`src/rtl/avmm_burst_reader_if.sv`:
```
// avmm_burst_reader_if: command, Avalon-MM burst read and stream bundle for avmm_burst_reader
// Ports (master = reader side):
//   cmd_valid/cmd_ready/cmd_addr/cmd_len           command handshake (byte address, length in words)
//   avm_address/avm_read/avm_burstcount            burst read request, held while avm_waitrequest
//   avm_waitrequest/avm_readdata/avm_readdatavalid slave stall and returned data
//   src_data/src_valid/src_ready/src_sop/src_eop   output word stream
//   busy/done                                      transfer status
interface avmm_burst_reader_if #(
  parameter int DATA_W    = 16,
  parameter int ADDR_W    = 32,
  parameter int LEN_W     = 24,
  parameter int MAX_BURST = 8
);
  localparam int BC_W = $clog2(MAX_BURST) + 1;
  logic              cmd_valid;
  logic              cmd_ready;
  logic [ADDR_W-1:0] cmd_addr;
  logic [LEN_W-1:0]  cmd_len;
  logic [ADDR_W-1:0] avm_address;
  logic              avm_read;
  logic [BC_W-1:0]   avm_burstcount;
  logic              avm_waitrequest;
  logic [DATA_W-1:0] avm_readdata;
  logic              avm_readdatavalid;
  logic [DATA_W-1:0] src_data;
  logic              src_valid;
  logic              src_ready;
  logic              src_sop;
  logic              src_eop;
  logic              busy;
  logic              done;
  modport master (
    input  cmd_valid, cmd_addr, cmd_len, avm_waitrequest, avm_readdata, avm_readdatavalid, src_ready,
    output cmd_ready, avm_address, avm_read, avm_burstcount, src_data, src_valid, src_sop, src_eop, busy, done
  );
  modport slave (
    output cmd_valid, cmd_addr, cmd_len, avm_waitrequest, avm_readdata, avm_readdatavalid, src_ready,
    input  cmd_ready, avm_address, avm_read, avm_burstcount, src_data, src_valid, src_sop, src_eop, busy, done
  );
endinterface

```
`src/rtl/avmm_burst_reader.sv`:
```
// avmm_burst_reader: Avalon-MM burst read master streaming a contiguous word range with sop/eop
// Ports: clock_clk, clock_reset_reset (async, active-high), bus (avmm_burst_reader_if.master:
//   command handshake, Avalon-MM burst read master, valid/ready stream, busy/done status).
// Optional: define AVMM_BURST_ALIGN_EN to keep bursts inside MAX_BURST*DATA_W/8 byte-aligned blocks.
module avmm_burst_reader #(
  parameter int DATA_W     = 16,
  parameter int ADDR_W     = 32,
  parameter int LEN_W      = 24,
  parameter int MAX_BURST  = 8,
  parameter int FIFO_DEPTH = 64
) (
  input logic clock_clk,
  input logic clock_reset_reset,
  avmm_burst_reader_if.master bus
);
  localparam int BYTES = DATA_W / 8;
  localparam int BC_W  = $clog2(MAX_BURST) + 1;
  localparam int OW    = $clog2(FIFO_DEPTH) + 1;
  localparam int CW    = OW + 1;
  localparam int AW    = FIFO_DEPTH > 1 ? $clog2(FIFO_DEPTH) : 1;
  typedef enum logic [1:0] {IDLE, ISSUE, DRAIN} state_t;
  state_t            state;
  logic [LEN_W-1:0]  left, len_r, ld_cnt, left_nxt;
  logic [LEN_W-1:0]  room_cmd, room_cur, room_nxt;
  logic [OW-1:0]     outst, mcnt;
  logic [AW-1:0]     wp, rp;
  logic [DATA_W-1:0] mem [FIFO_DEPTH];
  logic [ADDR_W-1:0] addr_nxt;
  logic [BC_W-1:0]   b_cmd, b_cur, b_nxt;
  logic [CW-1:0]     credit;
  logic              accept, issue, push, pop, out_free, from_mem, ld, mem_wr;
  function automatic logic [BC_W-1:0] bsize(input logic [LEN_W-1:0] r, input logic [LEN_W-1:0] n);
    return n < r ? BC_W'(n) : BC_W'(r);
  endfunction
`ifdef AVMM_BURST_ALIGN_EN
  function automatic logic [LEN_W-1:0] room(input logic [ADDR_W-1:0] a);
    return LEN_W'(MAX_BURST) - LEN_W'((a / ADDR_W'(BYTES)) % ADDR_W'(MAX_BURST));
  endfunction
  assign room_cmd = room(bus.cmd_addr);
  assign room_cur = room(bus.avm_address);
  assign room_nxt = room(addr_nxt);
`else
  assign room_cmd = LEN_W'(MAX_BURST);
  assign room_cur = room_cmd;
  assign room_nxt = room_cmd;
`endif
  assign accept   = bus.cmd_valid && bus.cmd_ready;
  assign issue    = bus.avm_read && !bus.avm_waitrequest;
  // words arriving with nothing outstanding belong to an aborted transfer
  assign push     = bus.avm_readdatavalid && outst != '0;
  assign pop      = bus.src_valid && bus.src_ready;
  assign out_free = !bus.src_valid || pop;
  assign from_mem = out_free && mcnt != '0;
  assign ld       = from_mem || (out_free && push);
  assign mem_wr   = push && !(out_free && mcnt == '0);
  // the output register counts as a buffer slot, so credit covers it too
  assign credit   = CW'(FIFO_DEPTH) - CW'(mcnt) - CW'(bus.src_valid) - CW'(outst);
  assign left_nxt = left - LEN_W'(bus.avm_burstcount);
  assign addr_nxt = bus.avm_address + ADDR_W'(bus.avm_burstcount) * ADDR_W'(BYTES);
  assign b_cmd    = bsize(room_cmd, bus.cmd_len);
  assign b_cur    = bsize(room_cur, left);
  assign b_nxt    = bsize(room_nxt, left_nxt);
  always_ff @(posedge clock_clk or posedge clock_reset_reset)
    if (clock_reset_reset) begin
      state              <= IDLE;
      bus.cmd_ready      <= 1'b1;
      bus.avm_read       <= 1'b0;
      bus.avm_address    <= '0;
      bus.avm_burstcount <= '0;
      bus.busy           <= 1'b0;
      bus.done           <= 1'b0;
      left               <= '0;
      len_r              <= '0;
      outst              <= '0;
    end else begin
      bus.done <= 1'b0;
      outst    <= outst + (issue ? OW'(bus.avm_burstcount) : OW'(0)) - OW'(push);
      case (state)
        IDLE:
          if (accept) begin
            len_r           <= bus.cmd_len;
            left            <= bus.cmd_len;
            bus.avm_address <= bus.cmd_addr;
            if (bus.cmd_len == '0) bus.done <= 1'b1;
            else begin
              state              <= ISSUE;
              bus.cmd_ready      <= 1'b0;
              bus.busy           <= 1'b1;
              bus.avm_read       <= credit >= CW'(b_cmd);
              bus.avm_burstcount <= b_cmd;
            end
          end
        ISSUE:
          if (issue) begin
            bus.avm_address <= addr_nxt;
            left            <= left_nxt;
            if (left_nxt == '0) begin
              bus.avm_read <= 1'b0;
              state        <= DRAIN;
            end else begin
              // back-to-back only if credit still suffices once this burst is charged
              bus.avm_read       <= credit - CW'(bus.avm_burstcount) >= CW'(b_nxt);
              bus.avm_burstcount <= b_nxt;
            end
          end else if (!bus.avm_read && credit >= CW'(b_cur)) begin
            bus.avm_read       <= 1'b1;
            bus.avm_burstcount <= b_cur;
          end
        default:
          if (pop && bus.src_eop) begin
            state         <= IDLE;
            bus.cmd_ready <= 1'b1;
            bus.busy      <= 1'b0;
            bus.done      <= 1'b1;
          end
      endcase
    end
  // show-ahead buffer: memory plus a registered output stage, bypassed when the memory is empty
  always_ff @(posedge clock_clk or posedge clock_reset_reset)
    if (clock_reset_reset) begin
      wp            <= '0;
      rp            <= '0;
      mcnt          <= '0;
      ld_cnt        <= '0;
      bus.src_valid <= 1'b0;
      bus.src_data  <= '0;
      bus.src_sop   <= 1'b0;
      bus.src_eop   <= 1'b0;
    end else begin
      if (mem_wr) wp <= wp + AW'(1);
      if (from_mem) rp <= rp + AW'(1);
      mcnt <= mcnt + OW'(mem_wr) - OW'(from_mem);
      if (accept) ld_cnt <= '0;
      else if (ld) ld_cnt <= ld_cnt + LEN_W'(1);
      if (ld) begin
        bus.src_valid <= 1'b1;
        bus.src_data  <= from_mem ? mem[rp] : bus.avm_readdata;
        bus.src_sop   <= ld_cnt == '0;
        bus.src_eop   <= ld_cnt == len_r - LEN_W'(1);
      end else if (pop) begin
        bus.src_valid <= 1'b0;
        bus.src_sop   <= 1'b0;
        bus.src_eop   <= 1'b0;
      end
    end
  always_ff @(posedge clock_clk)
    if (mem_wr) mem[wp] <= bus.avm_readdata;
endmodule

```
`src/flat_wrapper.sv`:
```
// flat-port wrapper written by rule: the top's interface ports become plain ports
module avmm_burst_reader_flat 
#(
  parameter int DATA_W     = 16,
  parameter int ADDR_W     = 32,
  parameter int LEN_W      = 24,
  parameter int MAX_BURST  = 8,
  parameter int FIFO_DEPTH = 64
)
  (clock_clk, clock_reset_reset, bus_cmd_valid, bus_cmd_addr, bus_cmd_len, bus_avm_waitrequest, bus_avm_readdata, bus_avm_readdatavalid, bus_src_ready, bus_cmd_ready, bus_avm_address, bus_avm_read, bus_avm_burstcount, bus_src_data, bus_src_valid, bus_src_sop, bus_src_eop, bus_busy, bus_done);
  avmm_burst_reader_if #(.DATA_W(DATA_W), .ADDR_W(ADDR_W), .LEN_W(LEN_W), .MAX_BURST(MAX_BURST)) bus_i ();
  input logic clock_clk;
  input logic clock_reset_reset;
  input wire logic [$bits(bus_i.cmd_valid)-1:0] bus_cmd_valid;
  input wire logic [$bits(bus_i.cmd_addr)-1:0] bus_cmd_addr;
  input wire logic [$bits(bus_i.cmd_len)-1:0] bus_cmd_len;
  input wire logic [$bits(bus_i.avm_waitrequest)-1:0] bus_avm_waitrequest;
  input wire logic [$bits(bus_i.avm_readdata)-1:0] bus_avm_readdata;
  input wire logic [$bits(bus_i.avm_readdatavalid)-1:0] bus_avm_readdatavalid;
  input wire logic [$bits(bus_i.src_ready)-1:0] bus_src_ready;
  output wire logic [$bits(bus_i.cmd_ready)-1:0] bus_cmd_ready;
  output wire logic [$bits(bus_i.avm_address)-1:0] bus_avm_address;
  output wire logic [$bits(bus_i.avm_read)-1:0] bus_avm_read;
  output wire logic [$bits(bus_i.avm_burstcount)-1:0] bus_avm_burstcount;
  output wire logic [$bits(bus_i.src_data)-1:0] bus_src_data;
  output wire logic [$bits(bus_i.src_valid)-1:0] bus_src_valid;
  output wire logic [$bits(bus_i.src_sop)-1:0] bus_src_sop;
  output wire logic [$bits(bus_i.src_eop)-1:0] bus_src_eop;
  output wire logic [$bits(bus_i.busy)-1:0] bus_busy;
  output wire logic [$bits(bus_i.done)-1:0] bus_done;
  assign bus_i.cmd_valid = bus_cmd_valid;
  assign bus_i.cmd_addr = bus_cmd_addr;
  assign bus_i.cmd_len = bus_cmd_len;
  assign bus_i.avm_waitrequest = bus_avm_waitrequest;
  assign bus_i.avm_readdata = bus_avm_readdata;
  assign bus_i.avm_readdatavalid = bus_avm_readdatavalid;
  assign bus_i.src_ready = bus_src_ready;
  assign bus_cmd_ready = bus_i.cmd_ready;
  assign bus_avm_address = bus_i.avm_address;
  assign bus_avm_read = bus_i.avm_read;
  assign bus_avm_burstcount = bus_i.avm_burstcount;
  assign bus_src_data = bus_i.src_data;
  assign bus_src_valid = bus_i.src_valid;
  assign bus_src_sop = bus_i.src_sop;
  assign bus_src_eop = bus_i.src_eop;
  assign bus_busy = bus_i.busy;
  assign bus_done = bus_i.done;
  avmm_burst_reader #(.DATA_W(DATA_W), .ADDR_W(ADDR_W), .LEN_W(LEN_W), .MAX_BURST(MAX_BURST), .FIFO_DEPTH(FIFO_DEPTH)) u_core (.clock_clk(clock_clk), .clock_reset_reset(clock_reset_reset), .bus(bus_i));
endmodule
```
`config.mk`:
```
export PLATFORM = sky130hd
export DESIGN_NAME = avmm_burst_reader_flat
export DESIGN_NICKNAME = d
export VERILOG_FILES = /design/src/rtl/avmm_burst_reader_if.sv /design/src/rtl/avmm_burst_reader.sv /design/src/flat_wrapper.sv
export SDC_FILE = /design/constraint.sdc
export NUM_CORES = 2
export LEC_CHECK = 0
export ABC_AREA = 1
export CAP_MARGIN = 20
export CORE_ASPECT_RATIO = 1.5
export CORE_MARGIN = 2
export CORE_UTILIZATION = 35
export DETAILED_ROUTE_END_ITERATION = 16
export PLACE_DENSITY_LB_ADDON = 0.3
export RECOVER_POWER = 50
export SLEW_MARGIN = 15
export SYNTH_ARGS = -nofsm -noshare
export SYNTH_HDL_FRONTEND = slang
export SYNTH_SLANG_ARGS = --single-unit
```
`constraint.sdc`:
```
create_clock -name clock_clk -period 7.51 [get_ports clock_clk]
set_input_delay 1.502 -clock clock_clk [delete_from_list [all_inputs] [get_ports clock_clk]]
set_output_delay 1.502 -clock clock_clk [all_outputs]
set_load 0.05 [all_outputs]
```
==> results.toml <==
[layout]
area_growth_pct = 13.7
layout-drive-gt1-share_pct = 7.42
postLayoutCoreUtil_pct = 40.0
layout.cells.non_filler = 6632
fin_area_um2 = 58500
nNetsFinal = 4770

[sta]
tns_ns = 0
slew_viol_final = 1189
worst_slack_ns = 2.14
grt_setup_unrepaired = "no"
fmax_mhz = 186
worst_pin_slew_ns = 4.44
finalClockSkew_ns = 0.0556
fin_crit_ns = 5.37
period_share_pct = 71.4
hold_viol = 0
setup_violations = 0
slew_headroom_pct = -196

[setup_path]
cp-start-kind = "input pin"
path_max_fanout = 38
critPathBufInv = 4
required_ns = 8.10
path_cells = "dlygate4sd3_1, nor2_1, nor2_4, clkbuf_1, a21oi_4, clkbuf_1, inv_2, nand2_1, nor2_1, nand4_1, nor2_1, nand2_1, nand2_1, nor2_1"
cpMaxStageDelayCell = "clkbuf_1"
cpPeakStageDelay_ns = 1.32
crit_family = "buffers and inverters"
crit_top_cell = "nor2_1"
arrival_ns = 5.95
worstSetupPathType = "input pin to register"
cp-end-kind = "register"

[synthesis]
synth_top_area_share_pct = 59.8
netlist_top_cells_count = "1024 x edfxtp_1, 782 x nor2_1, 635 x o21ai_0, 421 x nand2_1, 233 x inv_1"
yosysMostFrequentCell = "edfxtp_1"
ys.flop_type = "edfxtp_1"
ys_seq_elements = 1183
synthDistinctLibCells = 57
yosysTopAreaCell = "edfxtp_1"
synthCells = 4515
synth_area_leaders = "edfxtp_1 60%, dfrtp_1 7.7%, o21ai_0 6.2%, nor2_1 5.7%, nand2_1 3.1%"
synth_nets = 4665
synth.avg_cell_area_um2 = 11.4
synthesis.area_um2 = 51400
synth-edff-count = 1024
yosys_warnings = 0
synthArstFlopShare_pct = 13.4
yosysSeqAreaShare_pct = 67.5

[cts]
cts_buffers = 110
cts_hold_buf = 0
post_cts_resized = 0
clk_latency_ns = 0.75
post-cts-setup-buffers = 0
htree_levels = 3
cts_root_buffer = "clkbuf_16"
clock_path_buffers = 3
cts.clk_slew.worst_paths_ns = 0.06
cts_tree = "built"
clock-sinks = 1183

[power]
p_per_area_nw_per_um2 = 362
switching_share_pct = 39.3
clock_power_share_pct = 26.9
p_leak_nw = 20.1
seqPwrFrac_pct = 37.2
netSwitchingPower_w = 0.00833
ir_drop_v = 0.000311
power_frac_comb_pct = 35.9
p_int_w = 0.0128

[routing]
viasPerCell = 5.36
drt_iter0_markers = 3602
wl_mm = 150
num_vias = 35600
drc_errors = 0
wire_per_inst_um = 22.6
antenna_left = 0
drt-pass1-iter-count = 6

[global_routing]
grtUsageMet3_pct = 2.08
grt_max_degree = 196
grt_pass1_wl_mm = 221
track_usage_pct = 19.6
met2_usage_pct = 34.6
grt_pass1_vias = 35200
globalRouteOverflowTotal = 0
top_usage_layer = "met2"
antenna_found_initial = 4
met1_usage_pct = 23.6

[job]
maxCapViolations = 19

[placed_design]
dpl.cell_count = 6422
dpl_cell_area_um2 = 54900
hpwlAfterDp_mm = 90.9
port_buffers = 136
gp_congestion = 0.915
pre_cts_slack_ns = 2.34

[die]
initial_core_util_pct = 35.2
die_h_um = 473
pin_count = 137
row_count = 172
die_area_um2 = 150000
coreArea_um2 = 146000
die_w_um = 317

[run_status]
status = "finished with violations"
violations = "max-capacitance violations, max-slew violations"

[hold_path]
hp-class = "register to register"
[worst min-delay path, cell delays in order, from the launching register on]
cell     delay, ns
dfrtp_1       0.34
nand2_1       0.05
nand2_1       0.05
[layer usage]
layer,wire length [um],vias up
li1,-,16500
met1,58100,17500
met2,75900,1290
met3,8190,320
met4,7520,4
met5,27,-
[power groups by stage]
stage / combinational, W / sequential (W) / clock [W]
after global placement: 0.00751 / 0.00799 / 0
after detailed placement: 0.00761 / 0.00800 / 0
after global routing: 0.00835 / 0.00791 / 0.00601
after floorplan: 0.00492 / 0.00797 / 0
after CTS: 0.00764 / 0.00786 / 0.00579
final: 0.00761 / 0.00788 / 0.00569
[final cells by class]
type,count,area [um2]
fill,13900,87600
sequential,1183,34700
multi-input combinational,2825,14600
clock buffer,137,2910
tap,1914,2390
timing repair buffer,247,2090
inverter,253,972
clock inverter,72,741
antenna,1,2.50
[cells by family after synthesis]
kind of cell / count (synthesis) / share of synthesized area (%)
buf+inv: 507 / 4.07
simple gates: 1577 / 13.0
fa+ha+maj: 72 / 1.87
mux: 1 / 0.0195
compound gates: 1090 / 12.1
xor+xnor: 85 / 1.47
flops: 1183 / 67.5
[path summary, 6_finish.rpt]
path | start | slack (ns) | endpoint | cells past startpoint
max in group asynchronous | clock_reset_reset | 2.89 | u_core.rp[0] | 3
worst min-delay path | u_core.bus.avm_address[0] | 0.47 | u_core.bus.avm_address[0] | 2
min in group asynchronous | clock_reset_reset | 2.42 | u_core.bus.avm_address[13] | 2
worst min register to register | u_core.bus.avm_address[0] | 0.47 | u_core.bus.avm_address[0] | 2
worst max-delay path | bus_src_ready | 2.14 | u_core.ld_cnt[23] | 14
worst max register to register | u_core.mcnt[2] | 2.94 | u_core.ld_cnt[23] | 16
[state kept, by name (all words and copies together), names as in the netlist, 2 cells and up]
| register | cells |
|---|---|
| u_core.outst | 7 |
| u_core.bus.avm_burstcount | 4 |
| u_core.left | 24 |
| u_core.mcnt | 7 |
| u_core.state | 2 |
| u_core.ld_cnt | 24 |
| u_core.wp | 6 |
| u_core.bus.src_data | 16 |
| u_core.len_r | 24 |
| u_core.rp | 6 |
| u_core.bus.avm_address | 32 |
| u_core.mem | 1024 |
[metrics by stage]
step | power, W | hold WS (ns)
final | 0.0212 | 0.471
after global routing | 0.0223 | 0.493
after CTS | 0.0213 | 0.480
after detailed placement | 0.0156 | 0.465
after global placement | 0.0155 | 0.456
after floorplan | 0.0129 | 0.464
[placed cells by master (no fill, tap or decap), drive strengths merged, types with 6 or more instances in the layout]
master / instances
clkbuf: 160
buf: 104
bufinv: 10
nor2: 803
inv: 253
o21a: 6
nand4: 90
o221ai: 72
nor3: 47
clkdlybuf4s50: 116
o22ai: 170
o21ai: 659
xor2: 60
o211ai: 70
nand2: 433
a31oi: 9
dfrtp: 158
xnor2: 24
edfxtp: 1024
nand3: 179
clkinv: 56
clkinvlp: 6
a21oi: 92
nor4: 15
fa: 8
ha: 64
Power figures use the tool's default switching activity.
